===== config.mk =====
export PLATFORM = sky130hd
export DESIGN_NAME = input_buffer_reader
export DESIGN_NICKNAME = d
export VERILOG_FILES = /design/src/rtl/input_buffer_reader.sv
export SDC_FILE = /design/constraint.sdc
export NUM_CORES = 1
export LEC_CHECK = 0
export CORE_ASPECT_RATIO = 0.9
export CORE_MARGIN = 1.5
export CORE_UTILIZATION = 55
export CTS_BUF_LIST = sky130_fd_sc_hd__clkbuf_4
export DETAILED_ROUTE_END_ITERATION = 8
export PLACE_DENSITY = 0.85
export SLEW_MARGIN = 25
export SYNTH_ARGS = -nofsm -noshare
export SYNTH_HDL_FRONTEND = slang
export SYNTH_SLANG_ARGS = --single-unit

===== constraint.sdc =====
create_clock -name clk -period 8.1 [get_ports clk]
set_clock_uncertainty 0.2 [all_clocks]
set_input_delay 1.62 -clock clk [delete_from_list [all_inputs] [get_ports clk]]
set_output_delay 1.62 -clock clk [all_outputs]
set_load 0.02 [all_outputs]

===== src/rtl/input_buffer_reader.sv =====
// -----------------------------------------------------------------------------
// input_buffer_reader
//
// Raster-scan reader for the input pixel buffer. A start pulse launches one
// full-frame scan: every (x, y) location is read in raster order, the returned
// pixels are captured, and they are presented as a valid/ready stream with
// start-of-frame / end-of-line / end-of-frame markers.
//
// The buffer has a fixed one-cycle read latency. Issue is credit-limited so
// that buffered pixels plus the read in flight never exceed two, which lets a
// 2-entry skid FIFO absorb any downstream stall without losing data. The FIFO
// is fall-through: a returning read goes straight to the output when the FIFO
// is empty, so the first pixel is valid the cycle its data arrives.
//
// Ports
//   clk        in   clock, all logic on the rising edge
//   rst_n      in   synchronous active-low reset (aborts any scan in progress)
//   start      in   one-cycle pulse, starts a frame when idle
//   buf_x      out  [10:0] buffer read x coordinate
//   buf_y      out  [10:0] buffer read y coordinate
//   buf_re     out  buffer read strobe (data returns one cycle later)
//   buf_rdata  in   [PIXEL_W-1:0] buffer read data
//   pix_data   out  [PIXEL_W-1:0] stream pixel (FIFO head)
//   pix_valid  out  stream valid
//   pix_ready  in   downstream ready
//   pix_sof    out  head pixel is (0,0)
//   pix_eol    out  head pixel is the last of its line
//   pix_eof    out  head pixel is the last of the frame
//   busy       out  scan in progress
//   done       out  one-cycle pulse after the last pixel handshake
// -----------------------------------------------------------------------------
module input_buffer_reader #(
    parameter int IMG_W   = 416,
    parameter int IMG_H   = 416,
    parameter int PIXEL_W = 24
) (
    input  logic               clk,
    input  logic               rst_n,
    input  logic               start,
    output logic [10:0]        buf_x,
    output logic [10:0]        buf_y,
    output logic               buf_re,
    input  logic [PIXEL_W-1:0] buf_rdata,
    output logic [PIXEL_W-1:0] pix_data,
    output logic               pix_valid,
    input  logic               pix_ready,
    output logic               pix_sof,
    output logic               pix_eol,
    output logic               pix_eof,
    output logic               busy,
    output logic               done
);

    localparam logic [10:0] X_LAST = 11'(IMG_W - 1);
    localparam logic [10:0] Y_LAST = 11'(IMG_H - 1);

    typedef enum logic [1:0] {
        ST_IDLE,
        ST_SCAN,
        ST_DRAIN,
        ST_DONE
    } state_t;

    typedef struct packed {
        logic [PIXEL_W-1:0] data;
        logic               sof;
        logic               eol;
        logic               eof;
    } entry_t;

    state_t      state, state_next;

    logic [10:0] x_cnt, y_cnt;
    logic        issue;
    logic        issue_sof, issue_eol, issue_eof;

    // Read in flight: flags travel alongside the one-cycle read latency.
    logic        rd_pending;
    logic        sof_d, eol_d, eof_d;

    entry_t      mem [2];
    logic        wr_ptr, rd_ptr;
    logic [1:0]  count, count_next;
    entry_t      in_entry, head;
    logic        pix_fire, push, pop_mem;

    // -------------------------------------------------------------------------
    // Issue side
    // -------------------------------------------------------------------------
    assign issue_sof = (x_cnt == '0) && (y_cnt == '0);
    assign issue_eol = (x_cnt == X_LAST);
    assign issue_eof = issue_eol && (y_cnt == Y_LAST);

    // Credit: buffered entries plus the read in flight must stay below two.
    assign issue  = (state == ST_SCAN) &&
                    (({1'b0, count} + {2'b0, rd_pending}) < 3'd2);
    assign buf_re = issue;
    assign buf_x  = x_cnt;
    assign buf_y  = y_cnt;

    always_ff @(posedge clk) begin
        // NOTE: sequential state uses non-blocking assignments so every
        // register samples the pre-edge values, independent of statement order.
        if (!rst_n) begin
            x_cnt      <= '0;
            y_cnt      <= '0;
            rd_pending <= 1'b0;
            sof_d      <= 1'b0;
            eol_d      <= 1'b0;
            eof_d      <= 1'b0;
        end else begin
            if (state == ST_IDLE && start) begin
                x_cnt <= '0;
                y_cnt <= '0;
            end else if (issue) begin
                if (issue_eol) begin
                    x_cnt <= '0;
                    // y saturates on the last line; the scan ends there anyway.
                    if (y_cnt != Y_LAST) y_cnt <= y_cnt + 11'd1;
                end else begin
                    x_cnt <= x_cnt + 11'd1;
                end
            end
            rd_pending <= issue;
            sof_d      <= issue_sof;
            eol_d      <= issue_eol;
            eof_d      <= issue_eof;
        end
    end

    // -------------------------------------------------------------------------
    // Fall-through skid FIFO
    // -------------------------------------------------------------------------
    assign in_entry  = '{data: buf_rdata, sof: sof_d, eol: eol_d, eof: eof_d};
    assign head      = (count != 2'd0) ? mem[rd_ptr] : in_entry;
    assign pix_valid = (count != 2'd0) || rd_pending;
    assign pix_fire  = pix_valid && pix_ready;

    // A returning pixel consumed directly from the bypass is never stored.
    assign push    = rd_pending && !((count == 2'd0) && pix_fire);
    assign pop_mem = pix_fire && (count != 2'd0);
    assign count_next = count + {1'b0, push} - {1'b0, pop_mem};

    // Outputs are forced to zero when nothing is valid so the stream never
    // exposes stale buffer data.
    assign pix_data = pix_valid ? head.data : '0;
    assign pix_sof  = pix_valid && head.sof;
    assign pix_eol  = pix_valid && head.eol;
    assign pix_eof  = pix_valid && head.eof;

    // NOTE: the storage array has no reset; the occupancy count is reset, so
    // stale entries are never presented.
    always_ff @(posedge clk) begin
        if (push) mem[wr_ptr] <= in_entry;
    end

    always_ff @(posedge clk) begin
        if (!rst_n) begin
            wr_ptr <= 1'b0;
            rd_ptr <= 1'b0;
            count  <= '0;
        end else begin
            if (push)    wr_ptr <= ~wr_ptr;
            if (pop_mem) rd_ptr <= ~rd_ptr;
            count <= count_next;
        end
    end

    // -------------------------------------------------------------------------
    // Control FSM
    // -------------------------------------------------------------------------
    always_ff @(posedge clk) begin
        if (!rst_n) state <= ST_IDLE;
        else        state <= state_next;
    end

    always_comb begin
        // NOTE: every output of this block gets a default first so no path
        // leaves a variable unassigned (which would infer a latch).
        state_next = state;
        busy       = 1'b0;
        done       = 1'b0;
        unique case (state)
            ST_IDLE: begin
                if (start) state_next = ST_SCAN;
            end
            ST_SCAN: begin
                busy = 1'b1;
                if (issue && issue_eof) state_next = ST_DRAIN;
            end
            ST_DRAIN: begin
                busy = 1'b1;
                // Nothing is issued here, so after this edge nothing is in
                // flight; finish as soon as the last entry leaves this cycle.
                if (count_next == 2'd0 && !push) state_next = ST_DONE;
            end
            ST_DONE: begin
                done       = 1'b1;
                state_next = ST_IDLE;
            end
            default: state_next = ST_IDLE;
        endcase
    end

endmodule


# --- After elaboration in Yosys (flattened, before gate mapping) ---
# Memory sizes are Yosys's and may differ from the RTL's. A register that Yosys moved wholly into a read port is not among the register bits.
# Cells that the tools add are included.
word_totals:
  register_bits: 32
  ram_bits: 54
  in_bits: 28
  out_inout_bits: 53
  elab_cells: 68
  memories: 1
classes:
  add_sub_neg: 5
  order_cmp: 1
  n_eq_ne: 9
  n_mux: 13
  bitwise_logic: 3
  n_reduce_logical: 26
mem_list:
  columns: ["memory", "depth", "word_bits", "read_ports", "rd_clocked_by_memory_dff", "wr", "line", "source"]
  rows:
  - ["mem", 2, 27, 1, 1, 1, "81", "entry_t mem [2];"]
ops:
  columns: ["cell", "n"]
  rows:
  - ["$mux W27", 1]
  - ["$mux W24", 1]
  - ["$add A11 B1 Y11 const B", 2]
  - ["$eq A11 B9 Y1 const B", 2]
  - ["$logic_not A11 Y1", 2]
  - ["$logic_and A1 B1 Y1", 13]
  - ["$mux W11", 1]
  - ["$ne A11 B9 Y1 const B", 1]
  - ["$pmux W2 S4", 1]
  - ["$logic_not A2 Y1", 3]
  - ["$mux W1", 6]
  - ["$mux W2", 3]
  - ["$reduce_and A3 Y1", 2]
  - ["$eq A2 B2 Y1 const B", 2]
  - ["$ne A2 B2 Y1 const B", 2]
  - ["$reduce_or A2 Y1", 2]
  - ["$add A2 B1 Y3", 1]
  - ["$lt A3 B2 Y1 const B", 1]
  - ["$not A1 Y1", 3]
  - ["$add A2 B1 Y2", 1]
  - ["$eq A2 B1 Y1 const B", 1]
  - ["$logic_not A1 Y1", 2]
  - ["$ne A2 B1 Y1 const B", 1]
  - ["$reduce_bool A2 Y1", 1]
  - ["other kinds (2)", 2]

# --- Logic depth before layout (Yosys ltp) ---
depth:
  ltp_word: 12
  mapped_depth: 11
  depth_no_buf: 9

# --- Worst setup path before layout ---
# No wires, ideal clock.
synth_timing:
  path_type: "in2out"
  start: "input buf_rdata[10]"
  end: "output pix_data[10]"
  arrival_ns: 1.919
  required_time_ns: 6.280
  slack_ns: 4.361
  stages: 2
  n_path_buf: 0
  cell_sequence: "nand3_1 o21ai_0"
synth_via:
  elab_chain_cells: 2
synth_lines:
  columns: ["item", "line", "source"]
  rows:
  - ["start: declaration", "43", "input logic [PIXEL_W-1:0] buf_rdata,"]
  - ["$mux W27", "135", "assign head = (count != 2'd0) ? mem[rd_ptr] : in_entry;"]
  - ["$mux W24", "146", "assign pix_data = pix_valid ? head.data : '0;"]
  - ["end: declaration", "44", "output logic [PIXEL_W-1:0] pix_data,"]
# No other way between the ends.

# --- Final worst setup path ---
layout_timing:
  start: "input buf_rdata[23]"
  end: "output pix_data[23]"
# The elaborated chain is that of the path after synthesis.

==> flow_summary.ini <==
[run_status]
run_status = finished, final reports clean

[cells_and_area]
area_delta_synth_final_pct = 26.8
layout.cells.most_common = clkdlybuf4s50_1
final_util_pct = 71.4
fill_cells = 496
multi_input_comb_area_um2 = 1570
seqCellArea_um2 = 2280
final_nets = 465
final_cell_mix = 80 x clkdlybuf4s50_1, 54 x edfxtp_1, 35 x o21ai_0
num_antenna_cells = 0
drive_gt1_share_pct = 7.41

[drt]
viasPerCell = 5.53
route.antenna.remaining_nets = 0
drcViolationCount = 0
vias = 2904
avgRoutedWirePerCell_um = 14.9
dr.pass1.iters = 4
drt_wl_total_mm = 7.83
drt-initial-drc-count = 88

[cts]
hold_buffers = 0
clkTransAtPathRegs_ns = 0.14
cts_buffers = 9
cts_tree = yes
postCtsResizedCells = 0
clockBufferDepth = 2
h-tree-depth = 3
clk_latency_ns = 0.42
postCtsSetupRepairBufs = 0
clock-sinks = 87
root_buffer = clkbuf_4

[die]
initial_core_util_pct = 56.3
io_pins = 81
die_y_um = 83.3
core_area_um2 = 7000
fp-row-count = 29
die_width_um = 92.3
die_area_um2 = 7690

[hold_path]
holdPathEnd = mem[0][0]
worstHoldStart = eof_d
hold_path.class = flop to flop
hold_path_depth = 0

[worst_setup_path]
path_class = input pin to output port
r2r_cells = 10
reg2reg_from = count[1]
cp-end-kind = output port
r2r-end = state[1]
r2r_slack_ns = 5.16
cp.required_ns = 6.28
arrival_ns = 3.02
critPathMaxFanout = 3
start_kind = input pin

[synth]
synth_edf_count = 54
synth-seq-cells = 87
synth.distinct_cells = 40
synth-seq-area-share_pct = 57.9
avgSynthCellArea_um2 = 11.3
synth_flop_cell = edfxtp_1
synth.cell_area_um2 = 3940
ys_warn_count = 0
syn_inst = 348
async_flop_share_pct = 0
syn-num-nets = 386

[power]
peakVddDrop_uv = 132
cellPowerDensity_nw_per_um2 = 272
p_total_mw = 1.36
p_leak_nw = 1.68

[global_routing]
grt_pass1_vias = 2795
grt.total_usage_pct = 21.3
gr-total-overflow = 0
grt_pass1_wl_mm = 12.9
antenna_found_initial = 0
grt_max_degree = 57

[timing]
drv_slew = 0
slew-limit-headroom_pct = 43.8
min_period_over_period_pct = 59.8
rsz0062_at_grt = false
final.setup.tns_ns = 0
setup_viol = 0
hold_viol_final = 0
max_freq_mhz = 207
worst_slack_ns = 3.26
tightest_slew_ns = 0.843
fin_crit_ns = 4.84
whs_ns = 0.275

[placed_design]
place_congestion = 0.766
io_buffer_count = 80
pre_cts_ws_ns = 3.23
dp_hpwl_mm = 5.28

[job]
drv_cap = 0
[worst max-delay path, cell delays in order]
cell and delay (ns):
clkdlybuf4s50_1 0.52, nand3_1 0.11, o21ai_0 0.13, clkdlybuf4s50_1 0.64
[through the flow]
| stage | std cells | cell area (um2) |
|---|---|---|
| floorplan | 348 | 3940 |
| global placement | 508 | 4830 |
| detailed placement | 508 | 4830 |
| CTS | 524 | 4970 |
| global route | 525 | 5000 |
| finish | 525 | 5000 |
[report_power, final]
group | leakage [nW] | total [mW] | internal, mW | switching, mW
combinational | 0.838 | 0.555 | 0.255 | 0.300
sequential | 0.763 | 0.555 | 0.509 | 0.0454
clock | 0.0773 | 0.250 | 0.0974 | 0.152
total | 1.68 | 1.36 | 0.862 | 0.498
[area by class of cell]
type,count,area share (%)
Timing Repair Buffer,84,17.0
Sequential cell,87,45.7
Multi-Input combinational cell,236,31.4
Inverter,9,0.676
Tap cell,93,2.33
Clock buffer,9,1.35
Clock inverter,7,1.55
[per-layer routing]
layer | global-route usage (%) | up-vias | share of wire (%)
met5 | 0 | - | 0
met4 | 9.37 | 0 | 2.0
met3 | 3.48 | 11 | 3.8
met2 | 35.6 | 76 | 48
met1 | 27.1 | 1394 | 46
li1 | - | 1423 | -
[state kept, by name (all words and copies together) (netlist names), named ones only]
signal	flops
sof_d	1
buf_y	11
wr_ptr	1
rd_ptr	1
rd_pending	1
state	2
eol_d	1
mem	54
buf_x	11
count	2
eof_d	1
[cell usage after synthesis (8+ instances only)]
cell type  instances  area [um2]
nor2_1            24        90.1
o21ai_0           35         175
inv_1              9        33.8
nand3_1           31         155
xnor2_1            9        78.8
mux2i_1           31         310
edfxtp_1          54        1620
ha_1              10         125
clkbuf_1           8        30.0
nand2_1           22        82.6
dfxtp_1           33         661
or3_1              9        56.3
a21oi_1           10        50.1
[worst max-delay path by stage]
stage | from | to | depth (start not counted)
after global placement | buf_rdata[19] | pix_data[19] | 4
final | buf_rdata[23] | pix_data[23] | 4
after floorplan | buf_rdata[10] | pix_data[10] | 2
after global routing | buf_rdata[16] | pix_data[16] | 4
after detailed placement | buf_rdata[23] | pix_data[23] | 4
after CTS | buf_rdata[23] | pix_data[23] | 4
[logic make-up after synthesis]
family / after synthesis / share of synthesized area, %
DFF: 87 / 57.9
and+or+nand+nor: 127 / 17.9
buffers and inverters: 25 / 2.54
adders and majority gates: 10 / 3.17
xor gates and xnor gates: 16 / 3.55
AOI/OAI and AO/OA: 51 / 6.85
muxes: 32 / 8.15
(Power assumes the default switching activity.)
